### src/rtl/uart_apb_arbiter.sv
// Purpose: round-robin two-requester APB master sharing the UART APB slave; one transfer in flight.
// Latency: accept -> SETUP next cycle -> ACCESS; done pulses the cycle after PREADY (3 cycles minimum) or after TIMEOUT ACCESS cycles with err.
// Backpressure: reqN_ready is offered only in IDLE to the granted requester; requesters hold valid and fields until ready.
module uart_apb_arbiter #(
  parameter int ADDR_W  = 32,
  parameter int DATA_W  = 32,
  parameter int TIMEOUT = 16
) (
  input  logic              pclk,
  input  logic              PRESET,
  // requester 0
  input  logic              req0_valid,
  input  logic              req0_write,
  input  logic [ADDR_W-1:0] req0_addr,
  input  logic [DATA_W-1:0] req0_wdata,
  output logic              req0_ready,
  output logic              req0_done,
  output logic [DATA_W-1:0] req0_rdata,
  output logic              req0_err,
  // requester 1
  input  logic              req1_valid,
  input  logic              req1_write,
  input  logic [ADDR_W-1:0] req1_addr,
  input  logic [DATA_W-1:0] req1_wdata,
  output logic              req1_ready,
  output logic              req1_done,
  output logic [DATA_W-1:0] req1_rdata,
  output logic              req1_err,
  // APB master side
  output logic              PSELx,
  output logic              PENABLE,
  output logic              PWRITE,
  output logic [ADDR_W-1:0] PADDR,
  output logic [DATA_W-1:0] PWDATA,
  input  logic [DATA_W-1:0] PRDATA,
  input  logic              PREADY
);

  // Counter is wide enough to hold TIMEOUT so the saturation guard is meaningful.
  localparam int CNT_W = $clog2(TIMEOUT + 1);
  localparam logic [CNT_W-1:0] CNT_LAST = CNT_W'(TIMEOUT - 1);
  localparam logic [CNT_W-1:0] CNT_MAX  = CNT_W'(TIMEOUT);

  typedef enum logic [1:0] {IDLE, SETUP, ACCESS} state_t;

  state_t           state;
  state_t           state_nxt;
  logic             ptr;       // 0: requester 0 wins a tie, 1: requester 1 wins a tie
  logic             gnt_id;    // requester owning the transfer in flight
  logic [CNT_W-1:0] wait_cnt;  // ACCESS cycles already spent without PREADY
  logic             grant0;
  logic             grant1;
  logic             accept;
  logic             finish;
  logic             timeout;

  // State register.
  always_ff @(posedge pclk) begin
    if (PRESET) begin
      state <= IDLE;
    end else begin
      state <= state_nxt;
    end
  end

  // Next state, APB strobes, round-robin grant and completion decode.
  always_comb begin
    state_nxt = state;
    PSELx     = 1'b0;
    PENABLE   = 1'b0;
    grant0    = 1'b0;
    grant1    = 1'b0;
    finish    = 1'b0;
    timeout   = 1'b0;
    case (state)
      IDLE: begin
        grant0 = req0_valid && (!req1_valid || !ptr);
        grant1 = req1_valid && (!req0_valid ||  ptr);
        if (grant0 || grant1) begin
          state_nxt = SETUP;
        end
      end
      SETUP: begin
        PSELx     = 1'b1;
        state_nxt = ACCESS;
      end
      ACCESS: begin
        PSELx   = 1'b1;
        PENABLE = 1'b1;
        // PREADY in the last allowed cycle still counts as success.
        if (PREADY) begin
          finish    = 1'b1;
          state_nxt = IDLE;
        end else if (wait_cnt == CNT_LAST) begin
          finish    = 1'b1;
          timeout   = 1'b1;
          state_nxt = IDLE;
        end
      end
      default: state_nxt = IDLE;
    endcase
  end

  // No handshake may complete while reset is held.
  assign req0_ready = grant0 && !PRESET;
  assign req1_ready = grant1 && !PRESET;
  assign accept     = req0_ready || req1_ready;

  // Request capture, round-robin pointer update and wait-state counter.
  always_ff @(posedge pclk) begin
    if (PRESET) begin
      ptr      <= 1'b0;
      gnt_id   <= 1'b0;
      wait_cnt <= '0;
      PWRITE   <= 1'b0;
      PADDR    <= '0;
      PWDATA   <= '0;
    end else begin
      if (accept) begin
        gnt_id <= grant1;
        ptr    <= ~grant1;  // favour whoever was not just served
        PWRITE <= grant1 ? req1_write : req0_write;
        PADDR  <= grant1 ? req1_addr  : req0_addr;
        PWDATA <= grant1 ? req1_wdata : req0_wdata;
      end
      if (state == SETUP) begin
        wait_cnt <= '0;
      end else if (state == ACCESS && !finish && wait_cnt != CNT_MAX) begin
        wait_cnt <= wait_cnt + CNT_W'(1);
      end
    end
  end

  // Completion routing: only the granted requester's done/err/rdata change.
  always_ff @(posedge pclk) begin
    if (PRESET) begin
      req0_done  <= 1'b0;
      req1_done  <= 1'b0;
      req0_err   <= 1'b0;
      req1_err   <= 1'b0;
      req0_rdata <= '0;
      req1_rdata <= '0;
    end else begin
      req0_done <= finish && !gnt_id;
      req1_done <= finish &&  gnt_id;
      if (finish && !gnt_id) begin
        req0_err <= timeout;
        if (!timeout && !PWRITE) begin
          req0_rdata <= PRDATA;
        end
      end
      if (finish && gnt_id) begin
        req1_err <= timeout;
        if (!timeout && !PWRITE) begin
          req1_rdata <= PRDATA;
        end
      end
    end
  end

endmodule

### config.mk
export PLATFORM = sky130hd
export DESIGN_NAME = uart_apb_arbiter
export DESIGN_NICKNAME = d
export VERILOG_FILES = /design/src/rtl/uart_apb_arbiter.sv
export SDC_FILE = /design/constraint.sdc
export NUM_CORES = 1
export LEC_CHECK = 0
export ABC_AREA = 1
export CORE_ASPECT_RATIO = 0.5
export CORE_MARGIN = 4
export CORE_UTILIZATION = 43
export CTS_CLUSTER_SIZE = 30
export DETAILED_ROUTE_END_ITERATION = 6
export PLACE_DENSITY = 0.9
export SLEW_MARGIN = 10
export SYNTH_ARGS = -nofsm -noshare
export SYNTH_HDL_FRONTEND = slang
export SYNTH_SLANG_ARGS = --single-unit
### constraint.sdc
create_clock -name pclk -period 2.5 [get_ports pclk]
set_clock_uncertainty 0.2 [all_clocks]
set_input_delay 0.5 -clock pclk [delete_from_list [all_inputs] [get_ports pclk]]
set_output_delay 0.5 -clock pclk [all_outputs]
set_load 0.02 [all_outputs]
# [Word level (Yosys, flattened, before mapping)]
# Cells that the tools add are included.
[word_totals] regBits=142 input_bits=167 out_inout_bits=137
[classes] add_sub_neg=1 n_eq_ne=6 muxes=16 bitwise_logic=1 n_reduce_logical=27
[op_table] op="$mux W32" count=2
[op_table] op="$mux W1" count=10
[op_table] op="$logic_and A1 B1 Y1" count=9
[op_table] op="$logic_not A1 Y1" count=8
[op_table] op="$mux W2" count=3
[op_table] op="$pmux W2 S3" count=1
[op_table] op="$reduce_and A2 Y1" count=3
[op_table] op="$add A5 B1 Y5 const B" count=1
[op_table] op="$eq A5 B4 Y1 const B" count=1
[op_table] op="$ne A5 B5 Y1 const B" count=1
[op_table] op="$logic_or A1 B1 Y1" count=4
[op_table] op="$reduce_or A2 Y1" count=2
[op_table] op="$ne A3 B3 Y1 const B" count=1
[op_table] op="$eq A2 B1 Y1 const B" count=1
[op_table] op="$eq A2 B2 Y1 const B" count=1
[op_table] op="$logic_not A2 Y1" count=1
[op_table] op="$ne A2 B2 Y1 const B" count=1
[op_table] op="$not A1 Y1" count=1

# [Depth between registers and ports, before layout]
# Gate-level depths: netlist of the first run.
[depth] ltp_word=7 ltp_mapped=11

# [Worst setup path before layout of the first run]
# Ideal clock, no wire load.
[synth_path] path_kind="register to output" from="register state[0]" to="output req1_ready" arrival_time_ps=1241 slack_ps=559 path_stages_with_launch=8 n_path_buf=1 cell_sequence="dfxtp_1 -> inv_1 -> ha_1 -> nand2_1 -> inv_1 -> nand3_2 -> clkbuf_1 -> inv_1"
[synth_between] elab_chain_len=3
[synth_lines] element="from (decl)" line_no="46" text="state_t state;"
[synth_lines] element="from (signal assigned)" line_no="62" text="state <= state_nxt;"
[synth_lines] element="$logic_not A2 Y1" line_no="75" text="case (state)"
[synth_lines] element="$mux W1" line_no="75"
[synth_lines] element="$logic_and A1 B1 Y1" line_no="106" text="assign req1_ready = grant1 && !PRESET;"
[synth_lines] element="to (decl)" line_no="25" text="output logic req1_ready,"
# No other way between the ends.

# [Worst setup path after layout of the first run]
[layout_path] from="register state[1]" to="output req0_ready"
[layout_between] elab_chain_len=3
[layout_lines] element="$logic_not A2 Y1" line_no="75"
[layout_lines] element="$mux W1" line_no="75"
[layout_lines] element="$logic_and A1 B1 Y1" line_no="105" text="assign req0_ready = grant0 && !PRESET;"
[layout_lines] element="to (decl)" line_no="16" text="output logic req0_ready,"
# No other way between the ends.

==> impl_metrics.csv, run 1 <==
group,metric,value,unit
run_status,outcome,"complete, no violations",
routing,final_antenna_net_count,0,
clock_tree,cts-root-buf,"clkbuf_16",
clock_tree,cts.htree.levels,4,
sta,hold_viol_final,0,
sta,final-setup-viol-count,0,
cells_and_area,drive_above_1_share,4.95,%
power_and_ir_drop,peakVddDrop,0.558,mV
routing,firstDrtPassIters,5,
worst_setup_path,cpMaxStageDelayCell,"dfxtp_1",
yosys,synthMostInstantiatedCell,"nand2_1",
worst_setup_path,path_max_fanout,3,
routing,via_per_inst,4.88,
clock_tree,cts_buffer_depth,2,
sta,drv_slew,0,
yosys,avgSynthCellArea,6.20,um2
yosys,syn-num-nets,1304,
worst_hold_path,hold_path.class,"flop to flop",
floorplan,num_rows,32,
yosys,synth_warnings,0,
place,dp.cells,1604,
worst_setup_path,path_buf_inv,4,
cells_and_area,final_cells,1636,
cells_and_area,nNetsFinal,1576,
power_and_ir_drop,power_frac_clock,35.3,%
cells_and_area,fill_cells,1276,
clock_tree,cts_buffers,17,
floorplan,dieWidth,189,um
routing,drt_iter0_drc,454,
yosys,ys_seq_area_share,40.6,%
clock_tree,cts_tree,"built",
sta,finalSetupTns,0,ps
yosys,synth_flop_cell,"dfxtp_1",
worst_setup_path,arrival,1670,ps
cells_and_area,finalInstanceArea,10900,um2
place,gp_congestion,0.875,
sta,post-route-period-util,94.8,%
worst_setup_path,start_kind,"flop",
power_and_ir_drop,seqPwrFrac,33.2,%
cells_and_area,area_growth,55.2,%
worst_setup_path,path_class,"flop to output pin",
yosys,ys_ff_latch,142,
routing,drc,0,
sta,max-slew-margin-rel,28.7,%
power_and_ir_drop,leakage,0.00501,uW
sta,worst_pin_slew,1070,ps
yosys,ys_top_cells_by_count,"291 x nand2_1, 276 x nor2_1, 199 x nand3_1",
clock_tree,hold_buffers,0,
grt,grt_max_degree,105,
run,maxCapViolCount,0,
place,hpwl,16800,um
sta,min_period,2370,ps
power_and_ir_drop,p_switching,2610,uW
clock_tree,clk_latency,400,ps
yosys,synth_edf_count,0,
grt,grt_pass1_vias,8004,
grt,grt_overflow,0,
floorplan,die_area,18500,um2
worst_setup_path,required,1800,ps
grt,antenna_found_initial,0,
worst_setup_path,crit_family,"buffers and inverters",
sta,clock.fmax,422,MHz
yosys,syn_area,7010,um2
grt,grt_pass1_wl,37600,um
place,placed_area,10200,um2
power_and_ir_drop,p_per_area,739,nW/um2
worst_setup_path,cp-end-kind,"output pin",
power_and_ir_drop,power.share.combinational,31.5,%
routing,vias,7986,
cells_and_area,num_antenna_cells,0,
floorplan,core-area,15700,um2
floorplan,start_util,44.7,%
yosys,yosys.area.top_type,"dfxtp_1",
floorplan,ioPinCount,304,
place,port_buffers,303,
power_and_ir_drop,swShare,32.5,%
yosys,synthTopCellsByArea,"dfxtp_1 41%, nand2_1 16%, nor2_1 15%",
routing,wl_per_cell,14.1,um
sta,rsz0062_at_grt,"false",
clock_tree,cts.sinks,142,
power_and_ir_drop,intPower,5420,uW
yosys,synth_cells,1130,
grt,grt_use_total,24.1,%
worst_setup_path,worstPathCellList,"inv_1 -> ha_2 -> nand2_1 -> inv_1 -> nand3_2 -> inv_1 -> clkdlybuf4s15_1",
yosys,netlist.area_leader.share,40.6,%
cells_and_area,multi_input_comb_area,3360,um2
floorplan,die_h,98.3,um
yosys,async_flop_share,0,%
clock_tree,clk_pin_slew_worst_paths,60,ps
worst_setup_path,cpPeakStageDelay,340,ps
yosys,yosys.cell_types.count,19,
worst_setup_path,crit_top_cell,"inv_1",
routing,wl,23100,um
cells_and_area,post-route-util,69.3,%
cells_and_area,area.sequential,2840,um2
what timing repair did:
item | CTS | global route
gates resized for setup | 3 | 8
pin swaps | 0 | 0
cloned | 0 | 0
endpoints found under the setup margin | 3 | 5
hold endpoints to repair | 0 | 0
setup buffers | 0 | 0
sequential cells by signal, summed over array words and instances (netlist names), 2 cells and up:
register	count
PADDR	32
PWDATA	32
req0_rdata	32
req1_rdata	32
state	2
wait_cnt	5
placed cells by master (no fill, tap or decap), types with 6 or more instances in the layout:
cell type        netlist  final
clkbuf_16              0     17
a21oi_1                6      6
inv_1                119    118
inv_6                  0      7
ha_1                   7      6
nand3_1              199    199
nor2_1               276    275
clkdlybuf4s50_1        0    299
buf_4                  8     18
dfxtp_1              142    142
nand2_1              291    289
worst reg2reg max path: cells and delay by family (launching register included):
kind                       cells  cell delay (ps)
buffers and inverters          1               90
and+or+nand+nor                5              970
adders and majority gates      2              440
AOI/OAI and AO/OA              1              150
DFF                            1              350
cell families (layout without fill, tap and decap cells):
family	count (synthesis)	count (layout)	share of synthesized area, %
buffers and inverters	195	480	11.7
flip-flops	142	142	40.6
AND/OR/NAND/NOR	775	775	45.7
adder cells (fa/ha/maj)	7	7	1.25
AO/OA/AOI/OAI	11	11	0.786
per-layer routing:
metal / vias up / track usage (%) / wire length [um] / share of wire, %
met5: - / 0 / 0 / 0
met4: 0 / 10.2 / 784 / 3.4
met3: 71 / 4.11 / 1190 / 5.1
met2: 289 / 45.4 / 12000 / 52
met1: 3639 / 27.0 / 9130 / 40
li1: 3987 / - / - / -
power groups by stage:
stage          clock network, uW  registers, uW  logic (uW)
2_1_floorplan                  0           2980        1150
3_3_place_gp                   0           2700        2440
3_5_place_dp                   0           2710        2520
4_1_cts                     2880           2670        2530
5_1_grt                     2980           2700        2760
6_report                    2830           2670        2530
area by class of cell:
type	count	share of cell area, %
clock inverter	14	2.09
inverter	121	4.20
timing repair buffer	327	30.1
clock buffer	18	3.95
tap	221	2.54
multi-input combinational	793	30.9
sequential	142	26.1
worst paths after layout:
path | slack, ps | depth (start not counted) | to | start
setup reg to reg | 220 | 9 | wait_cnt[3] | wait_cnt[0]
hold / removal | 260 | 2 | req0_err | req0_err
setup / recovery | 130 | 7 | req0_ready | state[1]
hold reg to reg | 260 | 2 | req0_err | req0_err
metrics by stage:
| stage | hold WS, ps | power (uW) | worst slack, ps |
|---|---|---|---|
| floorplan | 241 | 4140 | 559 |
| global placement | 254 | 5140 | -126 |
| detailed placement | 256 | 5230 | -147 |
| CTS | 268 | 8070 | 1.29 |
| global route | 290 | 8440 | 7.52 |
| finish | 265 | 8030 | 130 |
Note: power is estimated with default switching activity, not from simulation.
==> run 2: changes to the inputs <==
--- a/config.mk
+++ b/config.mk
@@ -8,10 +8,10 @@
 export ABC_AREA = 1
 export CORE_ASPECT_RATIO = 0.5
 export CORE_MARGIN = 4
-export CORE_UTILIZATION = 43
+export CORE_UTILIZATION = 39
 export CTS_CLUSTER_SIZE = 30
 export DETAILED_ROUTE_END_ITERATION = 6
-export PLACE_DENSITY = 0.9
+export PLACE_DENSITY = 0.87
 export SLEW_MARGIN = 10
 export SYNTH_ARGS = -nofsm -noshare
 export SYNTH_HDL_FRONTEND = slang
==> constraint.sdc (replaced) <==
create_clock -name pclk -period 2.1 [get_ports pclk]
set_clock_uncertainty 0.2 [all_clocks]
set_input_delay 0.42 -clock pclk [delete_from_list [all_inputs] [get_ports pclk]]
set_output_delay 0.42 -clock pclk [all_outputs]
set_load 0.02 [all_outputs]
==> impl_metrics.csv, run 2 (synthesized netlist as in run 1, its figures left out) <==
group,metric,value,unit
power_and_ir_drop,peakVddDrop,0.592,mV
routing,firstDrtPassIters,5,
run_status,violations,"negative setup slack",
sta,max-slew-margin-rel,38.8,%
worst_setup_path,path_buf_inv,5,
worst_setup_path,path_class,"flop to flop",
worst_setup_path,cpPeakStageDelay,350,ps
worst_setup_path,start_kind,"flop",
routing,drc,0,
cells_and_area,fill_cells,1420,
routing,vias,8243,
floorplan,die_h,103,um
sta,postLayoutSetupSlackWorst,-90.6,ps
place,port_buffers,303,
floorplan,start_util,40.1,%
power_and_ir_drop,p_per_area,823,nW/um2
place,dp.cells,1629,
cells_and_area,num_antenna_cells,0,
power_and_ir_drop,leakage,0.00540,uW
place,gp_congestion,0.847,
sta,rsz0062_at_grt,"true",
clock_tree,cts_buffer_depth,2,
sta,drv_slew,0,
run,maxCapViolCount,0,
cells_and_area,area.sequential,2850,um2
place,hpwl,17100,um
grt,grt_overflow,0,
floorplan,ioPinCount,304,
clock_tree,clk_latency,400,ps
routing,final_antenna_net_count,0,
routing,drt_iter0_drc,400,
cells_and_area,area_growth,66.4,%
clock_tree,clk_pin_slew_worst_paths,70,ps
routing,via_per_inst,4.90,
clock_tree,cts_tree,"built",
sta,final-setup-viol-count,44,
worst_setup_path,arrival,2330,ps
floorplan,core-area,17500,um2
clock_tree,cts.sinks,142,
worst_setup_path,worstPathCellList,"ha_4 -> inv_2 -> nor3_2 -> ha_2 -> buf_6 -> inv_2 -> nand2_4 -> nand3_4 -> nor2_4 -> buf_12 -> buf_12 -> nor2_1 -> nor2_1",
clock_tree,cts-root-buf,"clkbuf_16",
power_and_ir_drop,swShare,34.1,%
cells_and_area,post-route-util,66.7,%
grt,grt_use_total,22.4,%
power_and_ir_drop,p_switching,3270,uW
worst_setup_path,path_max_fanout,10,
power_and_ir_drop,power.share.combinational,34.6,%
power_and_ir_drop,seqPwrFrac,33.3,%
grt,grt_max_degree,90,
worst_setup_path,cp-end-kind,"flop",
cells_and_area,nNetsFinal,1609,
floorplan,num_rows,34,
sta,hold_viol_final,0,
run_status,outcome,"complete, but fails checks",
cells_and_area,final_cell_mix,"294 x clkdlybuf4s50_1, 286 x nand2_1, 230 x nor2_1",
power_and_ir_drop,intPower,6320,uW
routing,wl_per_cell,15.0,um
worst_setup_path,cpMaxStageDelayCell,"dfxtp_2",
cells_and_area,final_cells,1682,
cells_and_area,multi_input_comb_area,3690,um2
grt,grt_pass1_vias,7856,
worst_setup_path,required,2240,ps
sta,post-route-period-util,104,%
clock_tree,hold_buffers,0,
power_and_ir_drop,power_frac_clock,32.1,%
grt,grt_pass1_wl,37400,um
cells_and_area,drive_above_1_share,12.2,%
worst_setup_path,crit_family,"simple AND/OR/NAND/NOR gates",
sta,clock.fmax,456,MHz
grt,antenna_found_initial,0,
sta,min_period,2190,ps
routing,wl,25200,um
clock_tree,cts.htree.levels,4,
sta,worst_pin_slew,918,ps
floorplan,die_area,20300,um2
floorplan,dieWidth,198,um
worst_hold_path,hold_path.class,"flop to flop",
cells_and_area,final_common_cell,"clkdlybuf4s50_1",
clock_tree,cts_buffers,17,
-- run 2: changes by cell type in the layout (fill, tap and decap cells not counted), moves of 8 or more --
| cell | change |
|---|---|
| nor2_2 | +26 |
| nor2_1 | -45 |
| buf_12 | +9 |
| buf_6 | +12 |
| nor2_4 | +19 |
| buf_4 | +8 |
| nand3_1 | -8 |
-- run 2: per-layer routing --
metal | vias to the layer above | global-route usage, % | part of all wire (%)
met5 | - | 0 | 0
met4 | 0 | 9.15 | 4.0
met3 | 82 | 3.98 | 5.9
met2 | 324 | 43.3 | 52
met1 | 3769 | 24.6 | 38
li1 | 4068 | - | -
-- run 2: power groups by stage --
stage               clock (uW)  combinational [uW]  sequential, uW
floorplan                    0                1370            3550
global route              3250                3610            3220
detailed placement           0                3070            3220
finish                    3080                3320            3190
global placement             0                2990            3210
CTS                       3140                3140            3170
-- run 2: area by class of cell --
class	instances	share of cell area [%]
Inverter	121	3.94
Clock buffer	18	3.68
Tap cell	234	2.51
Timing Repair Buffer	360	32.4
Multi-Input combinational cell	793	31.6
Clock inverter	14	1.47
Sequential cell	142	24.4
-- run 2: through the flow --
stage / hold slack [ps] / setup WS, ps / total power (uW) / setup TNS (ps) / instance area [um2]
3_5_place_dp: 268 / -489 / 6300 / -36160 / 10400
3_3_place_gp: 258 / -434 / 6210 / -29840 / 10400
5_1_grt: 290 / -199 / 10100 / -9550 / 11700
4_1_cts: 279 / -30.7 / 9440 / -198 / 11200
6_report: 269 / -90.6 / 9590 / -1820 / 11700
2_1_floorplan: 241 / 160 / 4930 / 0 / 7010
-- run 2: path summary, 6_finish.rpt --
| check | startpoint | cells past startpoint | endpoint | slack [ps] |
|---|---|---|---|---|
| hold reg to reg | req1_err | 2 | req1_err | 270 |
| setup reg to reg | wait_cnt[0] | 13 | req0_rdata[14] | -90 |
| hold / removal | req1_err | 2 | req1_err | 270 |
| setup / recovery | wait_cnt[0] | 13 | req0_rdata[14] | -90 |
-- run 2: what timing repair did --
| item | CTS | global route |
|---|---|---|
| resized for setup | 66 | 82 |
| pin swaps | 9 | 25 |
| cloned | 4 | 4 |
| endpoints found under the setup margin | 137 | 139 |
| setup buffers | 5 | 11 |
-- run 2: worst register-to-register path, cell delays in order (launching register included) --
cell	delay, ps
dfxtp_2	350
ha_4	150
inv_2	40
nor3_2	140
ha_2	250
buf_6	120
inv_2	50
nand2_4	90
nand3_4	100
nor2_4	170
buf_12	150
buf_12	150
nor2_1	60
nor2_1	110
==> run 3: changes to the inputs <==
--- a/config.mk
+++ b/config.mk
@@ -7,7 +7,6 @@
 export LEC_CHECK = 0
 export ABC_AREA = 1
 export CORE_ASPECT_RATIO = 0.5
-export CORE_MARGIN = 4
 export CORE_UTILIZATION = 39
 export CTS_CLUSTER_SIZE = 30
 export DETAILED_ROUTE_END_ITERATION = 6
==> constraint.sdc (replaced) <==
create_clock -name pclk -period 2 [get_ports pclk]
set_clock_uncertainty 0.2 [all_clocks]
set_input_delay 0.4 -clock pclk [delete_from_list [all_inputs] [get_ports pclk]]
set_output_delay 0.4 -clock pclk [all_outputs]
set_load 0.02 [all_outputs]
==> impl_metrics.csv, run 3 (synthesized netlist as in run 1, its figures left out) <==
group,metric,value,unit
floorplan,die_h,96.8,um
worst_hold_path,hold_path.class,"flop to flop",
worst_setup_path,startpoint,"wait_cnt[1]",
run,maxCapViolCount,0,
floorplan,dieWidth,192,um
power_and_ir_drop,peakVddDrop,0.655,mV
cells_and_area,nNetsFinal,1609,
grt,grt_overflow,0,
worst_setup_path,path_class,"flop to flop",
worst_setup_path,cp-end-kind,"flop",
sta,drv_slew,0,
routing,vias,8300,
clock_tree,clk_latency,420,ps
worst_setup_path,ff2ff_setup_slack,-120,ps
power_and_ir_drop,power_frac_clock,31.2,%
clock_tree,cts_buffer_depth,2,
sta,rsz0062_at_grt,"true",
worst_setup_path,rr_startpoint,"wait_cnt[1]",
grt,grt_use_total,24.3,%
cells_and_area,fill_cells,1435,
worst_setup_path,r2r_end,"req1_rdata[24]",
routing,firstDrtPassIters,7,
clock_tree,cts-root-buf,"clkbuf_16",
clock_tree,cts_buffers,17,
floorplan,core-area,17500,um2
power_and_ir_drop,intPower,6230,uW
clock_tree,cts.htree.levels,4,
power_and_ir_drop,p_per_area,828,nW/um2
sta,hold_viol_final,0,
sta,worst_pin_slew,548,ps
sta,post-route-period-util,106,%
worst_setup_path,cpPeakStageDelay,370,ps
worst_setup_path,worstPathCellList,"ha_4 -> inv_4 -> nor3_4 -> ha_4 -> inv_2 -> nand2_4 -> nand3_4 -> nor2_4 -> clkbuf_16 -> nor2_1 -> nor2_1",
power_and_ir_drop,swShare,35.4,%
floorplan,num_rows,34,
place,hpwl,16300,um
routing,wl_per_cell,14.7,um
worst_hold_path,min_from,"req1_err",
cells_and_area,drive_above_1_share,11.5,%
worst_setup_path,rr_worst_depth,11,
clock_tree,clk_pin_slew_worst_paths,70,ps
routing,drt_iter0_drc,414,
place,post-place-ws,-435,ps
routing,final_antenna_net_count,0,
cells_and_area,area_growth,66.1,%
cells_and_area,final_cell_mix,"286 x nand2_1, 236 x nor2_1, 196 x nand3_1",
cells_and_area,final_common_cell,"nand2_1",
floorplan,start_util,40.1,%
sta,clock.fmax,472,MHz
power_and_ir_drop,leakage,0.00688,uW
routing,drc,0,
worst_setup_path,path_max_fanout,8,
clock_tree,hold_buffers,0,
sta,postLayoutSetupSlackWorst,-118,ps
run_status,outcome,"complete, but fails checks",
sta,final-setup-viol-count,55,
clock_tree,cts.sinks,142,
grt,antenna_found_initial,1,
cells_and_area,num_antenna_cells,0,
clock_tree,cts_tree,"built",
grt,grt_pass1_wl,36300,um
routing,wl,24600,um
sta,finalSetupTns,-2540,ps
power_and_ir_drop,seqPwrFrac,34.6,%
place,gp_congestion,0.880,
worst_setup_path,required,2140,ps
worst_setup_path,cpMaxStageDelayCell,"dfxtp_2",
place,port_buffers,303,
floorplan,die_area,18500,um2
routing,via_per_inst,4.93,
floorplan,ioPinCount,304,
sta,max-slew-margin-rel,63.5,%
power_and_ir_drop,power.share.combinational,34.2,%
grt,grt_pass1_vias,7767,
power_and_ir_drop,p_switching,3410,uW
worst_setup_path,critPathCapture,"req1_rdata[24]",
worst_setup_path,arrival,2260,ps
run_status,violations,"negative setup slack",
sta,min_period,2120,ps
worst_setup_path,start_kind,"flop",
grt,grt_max_degree,63,
==> run 3: cell types whose count changed in the layout (fill, tap and decap cells not counted), sizes merged <==
| cell | previous run | this run |
|---|---|---|
| clkdlybuf4s15 | 2 | 1 |
| dlygate4sd2 | 0 | 25 |
| clkinvlp | 3 | 4 |
| clkdlybuf4s50 | 294 | 185 |
| buf | 57 | 55 |
| dlymetal6s2s | 5 | 89 |
| bufinv | 2 | 0 |
| clkinv | 0 | 3 |
| clkbuf | 20 | 22 |
| inv | 130 | 129 |
==> run 3: worst max-delay path: cells and delay by family, from the launching register on <==
kind,cells,cell delay [ps]
fa+ha+maj,2,360
simple gates,6,790
buf+inv,3,320
flops,1,370
==> run 3: power groups by stage <==
stage | Sequential (uW) | Combinational, uW | Clock [uW]
2_1_floorplan | 3730 | 1440 | 0
3_3_place_gp | 3370 | 3160 | 0
5_1_grt | 3360 | 3590 | 3200
6_report | 3330 | 3290 | 3010
4_1_cts | 3330 | 3220 | 3050
3_5_place_dp | 3380 | 3230 | 0
==> run 3: how the worst min path moves through the flow <==
stage | depth (start not counted) | slack, ps | end
floorplan | 2 | 240 | ptr
global placement | 2 | 260 | req0_err
detailed placement | 2 | 260 | req1_err
CTS | 2 | 280 | req1_err
global route | 2 | 300 | req1_err
finish | 2 | 270 | req1_err
==> run 3: area by class of cell <==
cell class,instances,area [um2],share of cell area [%]
clock buffers,17,425,3.66
clock inverters,15,126,1.09
well taps,234,293,2.52
repair buffers,360,3860,33.2
flip-flops and latches,142,2850,24.5
inverters,121,459,3.95
multi-input cells,793,3620,31.1
==> run 3: timing repair <==
item                       in CTS  in global routing
gates cloned                    1                  5
buffers inserted                2                  5
resized for setup              59                163
setup endpoints to repair     100                221
pin swaps                       3                 37
==> run 3: stage by stage <==
step	util, %	hold WS [ps]	cells	power [uW]	instance area, um2
2_1_floorplan	-	241	1130	5170	7010
3_3_place_gp	59.6	259	1638	6520	10400
3_5_place_dp	59.6	265	1638	6620	10400
4_1_cts	63.0	278	1672	9590	11000
5_1_grt	66.6	301	1682	10200	11600
6_report	66.6	272	1682	9630	11600
==> run 3: layer usage <==
layer / track usage [%] / vias to the layer above / part of all wire, %
li1: - / 4071 / -
met2: 44.3 / 340 / 51
met1: 27.6 / 3814 / 39
met5: 0 / - / 0
met3: 4.54 / 75 / 6.0
met4: 10.3 / 0 / 3.5
